### src/rtl/fifo_mem_ctrl.sv
// fifo_mem_ctrl: synchronous single-clock FIFO with registered read data.
// Storage is 2^ADDR_W words of DATA_W bits. Pointers carry an extra wrap bit
// so Full and Empty can be told apart when the index bits are equal.
// Optional feature macro: FIFO_ERR_FLAGS_EN adds sticky overflow/underflow flags.
module fifo_mem_ctrl #(
    parameter int DATA_W = 8,
    parameter int ADDR_W = 3
) (
    input  logic              clk,
    input  logic              arst,
    input  logic              push,
    input  logic [DATA_W-1:0] din,
    input  logic              pop,
    output logic [DATA_W-1:0] dout,
    output logic              Full,
    output logic              Empty,
`ifdef FIFO_ERR_FLAGS_EN
    output logic              overflow,
    output logic              underflow,
`endif
    output logic [ADDR_W:0]   count
);

    localparam int DEPTH = 1 << ADDR_W;
    localparam logic [ADDR_W:0] PTR_ONE = {{ADDR_W{1'b0}}, 1'b1};

    logic [DATA_W-1:0] mem [DEPTH];
    logic [ADDR_W:0]   wr_ptr;
    logic [ADDR_W:0]   rd_ptr;
    logic              push_ok;
    logic              pop_ok;

    // Status is decoded from the registered pointers only.
    assign Empty = (wr_ptr == rd_ptr);
    assign Full  = (wr_ptr[ADDR_W] != rd_ptr[ADDR_W]) &&
                   (wr_ptr[ADDR_W-1:0] == rd_ptr[ADDR_W-1:0]);
    assign count = wr_ptr - rd_ptr;

    // Reset wins over requests; a rejected request leaves all state alone.
    assign push_ok = push && !Full && !arst;
    assign pop_ok  = pop && !Empty && !arst;

    // Storage write; contents are not reset, the pointers define validity.
    always_ff @(posedge clk) begin
        if (push_ok) begin
            mem[wr_ptr[ADDR_W-1:0]] <= din;
        end
    end

    // Pointer advance and registered read data.
    always_ff @(posedge clk) begin
        if (arst) begin
            wr_ptr <= '0;
            rd_ptr <= '0;
            dout   <= '0;
        end else begin
            if (push_ok) begin
                wr_ptr <= wr_ptr + PTR_ONE;
            end
            if (pop_ok) begin
                dout   <= mem[rd_ptr[ADDR_W-1:0]];
                rd_ptr <= rd_ptr + PTR_ONE;
            end
        end
    end

`ifdef FIFO_ERR_FLAGS_EN
    // Sticky error flags: set on any rejected request, cleared only by reset.
    always_ff @(posedge clk) begin
        if (arst) begin
            overflow  <= 1'b0;
            underflow <= 1'b0;
        end else begin
            if (push && Full) begin
                overflow <= 1'b1;
            end
            if (pop && Empty) begin
                underflow <= 1'b1;
            end
        end
    end
`endif

endmodule

### config.mk
export PLATFORM = sky130hd
export DESIGN_NAME = fifo_mem_ctrl
export DESIGN_NICKNAME = d
export VERILOG_FILES = /design/src/rtl/fifo_mem_ctrl.sv
export SDC_FILE = /design/constraint.sdc
export NUM_CORES = 1
export LEC_CHECK = 0
export ABC_AREA = 1
export CAP_MARGIN = 5
export CORE_ASPECT_RATIO = 0.6
export CORE_MARGIN = 4
export CORE_UTILIZATION = 37
export CTS_CLUSTER_SIZE = 12
export DETAILED_ROUTE_END_ITERATION = 10
export MAX_ROUTING_LAYER = met4
export PLACE_DENSITY_LB_ADDON = 0.05
export SYNTH_ARGS = -nofsm -noshare
export SYNTH_HDL_FRONTEND = slang
export SYNTH_SLANG_ARGS = --single-unit
export TNS_END_PERCENT = 1
### constraint.sdc
create_clock -name clk -period 3 [get_ports clk]
set_input_delay 0.3 -clock clk [delete_from_list [all_inputs] [get_ports clk]]
set_output_delay 0.3 -clock clk [all_outputs]
set_load 0.01 [all_outputs]
==> impl_metrics.py <==
metrics = {
    "drt": {
        "ant_nets": 0,
        "wl_met2_mm": 3.18,
        "highest_layer": "met4",
        "drc_errors": 0,
        "wl_per_cell_um": 15.5,
        "viasPerCell": 4.44,
        "vias": 2376,
        "routed-wl-met3_um": 707,
        "drt_iter0_drc": 199,
        "drt_wl_total_mm": 8.30,
        "wl_met1_mm": 4.30,
        "drtPass1Iterations": 4,
    },
    "power": {
        "power_frac_comb_pct": 19.1,
        "p_leak_uw": 0.00176,
        "vdd_ir_drop_max_mv": 0.323,
        "clock_power_share_pct": 35.8,
        "powerDensity_nw_per_um2": 641,
        "swShare_pct": 28.1,
        "seqPwrFrac_pct": 45.1,
        "power_switching_uw": 771,
        "p_int_uw": 1970,
        "power.total_uw": 2740,
    },
    "finish": {
        "layout_commonest_cell": "nand2_1",
        "num_antenna_cells": 0,
        "fill_cells": 924,
        "final_cell_mix": "124 x nand2_1, 64 x edfxtp_1, 47 x inv_1, 43 x nand3_1, 25 x clkdlybuf4s50_1",
        "multi_input_area_um2": 1060,
        "drive_gt1_share_pct": 11.6,
        "nNetsFinal": 418,
        "area_growth_pct": 19.1,
        "seqCellArea_um2": 2240,
        "fin_cells": 535,
    },
    "cts": {
        "clock_sinks": 80,
        "hold_buffers": 0,
        "cts_tree": "done",
        "insertion_delay_ps": 340,
        "clock_path_buffers": 2,
        "cts_root_buf": "clkbuf_16",
        "h-tree-depth": 3,
        "cts_setup_buffers": 0,
        "ctsResizeCount": 0,
        "cts_buffers": 9,
        "clk_pin_slew_ps": 50,
    },
    "worst_setup_path": {
        "cpMaxStageDelayCell": "clkdlybuf4s50_1",
        "critPathKind": "reg -> out",
        "path_max_fanout": 10,
        "cp_slowest_stage_delay_ps": 550,
        "critPathCaptureType": "primary output",
        "crit_path_start_kind": "flop",
        "crit_chain": "buf_4, inv_1, ha_1, nand2_1, o21ai_0, xor2_1, clkdlybuf4s50_1",
        "cp.arrival_ps": 2190,
        "crit_required_ps": 2700,
    },
    "floorplanning": {
        "start_util_pct": 38.6,
        "row_count": 27,
        "ioPinCount": 26,
        "dieArea_um2": 11400,
        "core-area_um2": 9320,
        "fp.dieH_um": 84.4,
        "die_x_um": 135,
    },
    "placed_design": {
        "numPlacedInstances": 519,
        "port_buffers": 25,
        "gp_congestion": 0.819,
        "hpwl_mm": 5.67,
    },
    "timing": {
        "max_slew_margin_pct": 71.2,
        "timing.final.crit_share_pct": 83.1,
        "setup-tns-final_ps": 0,
        "slew_violations": 0,
        "tightest_slew_ps": 431,
        "setup_viol": 0,
        "fmax_mhz": 401,
        "min_period_ps": 2490,
        "skew_ps": 9.49,
        "rsz0062_at_grt": "no",
        "hold_viol_final": 0,
    },
    "synthesis": {
        "syn_area_um2": 3600,
        "synth.yosys.seq_area_share_pct": 62.4,
        "avgSynthCellArea_um2": 9.88,
        "synthDistinctLibCells": 28,
        "ys_ff_latch": 80,
        "netlist_instances": 364,
        "ys.warnings.count": 0,
        "syn_nets": 382,
    },
    "global_route": {
        "grt_overflow": 0,
        "first_global_vias": 2230,
        "grtUsageTotal_pct": 16.5,
        "grt_pass1_wl_mm": 13.2,
        "antenna_found_initial": 0,
        "grt_max_degree": 36,
    },
    "run_status": {
        "status": "finished clean",
    },
    "min_path": {
        "hold_class": "reg -> reg",
    },
    "flow_run": {
        "cap_viol_max_count": 0,
    },
}
-- sequential cells by signal, summed over array words and instances, names as in the netlist --
register	count
mem	64
rd_ptr	4
wr_ptr	4
dout	8
-- kinds of logic after synthesis --
kind of cell | after synthesis | synth area share [%]
simple gates | 193 | 24.0
flops | 80 | 62.4
buf+inv | 66 | 8.25
compound gates | 17 | 2.64
fa+ha+maj | 6 | 2.30
xor+xnor | 2 | 0.487
-- through the flow --
step | cell area, um^2 | hold slack, ps | setup slack [ps] | utilization, %
floorplan | 3600 | 399 | 683 | -
global placement | 4020 | 452 | 862 | 43.1
detailed placement | 4020 | 454 | 834 | 43.1
CTS | 4280 | 463 | 463 | 45.9
global route | 4280 | 482 | 361 | 45.9
finish | 4280 | 459 | 506 | 45.9
-- power groups by stage --
stage / registers [uW] / clock network, uW / logic [uW]
floorplan: 1270 / 0 / 330
global placement: 1260 / 0 / 535
detailed placement: 1260 / 0 / 531
CTS: 1240 / 1010 / 533
global route: 1240 / 1060 / 594
finish: 1240 / 981 / 524
-- worst max-delay path, delay by kind of cell (launching register included) --
family	cells	cell delay, ps
compound gates	1	190
xor+xnor	1	160
fa+ha+maj	1	360
buf+inv	3	790
flops	1	310
simple gates	1	60
-- routing by layer --
metal	global-route usage [%]	vias to the layer above
li1	-	1249
met1	25.1	1046
met2	19.8	71
met3	5.33	10
met4	5.86	0
met5	-	-
-- worst paths after layout --
kind / startpoint / end / slack [ps] / cells after the start
worst max-delay path: rd_ptr[2] / count[3] / 510 / 7
worst min-delay path: dout[0] / dout[0] / 460 / 2
worst max register to register: rd_ptr[2] / mem[2][7] / 950 / 11
worst min register to register: dout[0] / dout[0] / 460 / 2
-- synth_stat cells --
cell type	instances	area share, %
inv_6	1	0.24
nand2_4	2	0.63
nand4_1	1	0.17
a21oi_1	11	1.5
nand3_1	43	6.0
edfxtp_1	64	53
inv_4	1	0.17
a21oi_2	2	0.49
buf_4	3	0.63
buf_6	3	0.94
nor2_4	2	0.63
inv_1	47	4.9
xnor2_1	1	0.24
ha_1	5	1.7
nand2_2	4	0.70
xor2_1	1	0.24
nand2_8	2	1.1
nor3_2	1	0.28
buf_2	6	0.84
fa_1	1	0.56
nor2_2	1	0.17
o21ai_0	3	0.42
dfxtp_1	16	8.9
inv_2	4	0.42
nand2_1	124	13
a211oi_1	1	0.21
nor2_1	13	1.4
clkbuf_1	1	0.10
-- cell type report --
type | count | share of cell area, %
sequential | 80 | 52.3
inverter | 53 | 4.82
clock inverter | 5 | 0.818
tap | 130 | 3.80
clock buffer | 11 | 5.43
multi-input combinational | 218 | 24.7
timing repair buffer | 38 | 8.12
No activity file was read; power rests on OpenSTA's default activity.
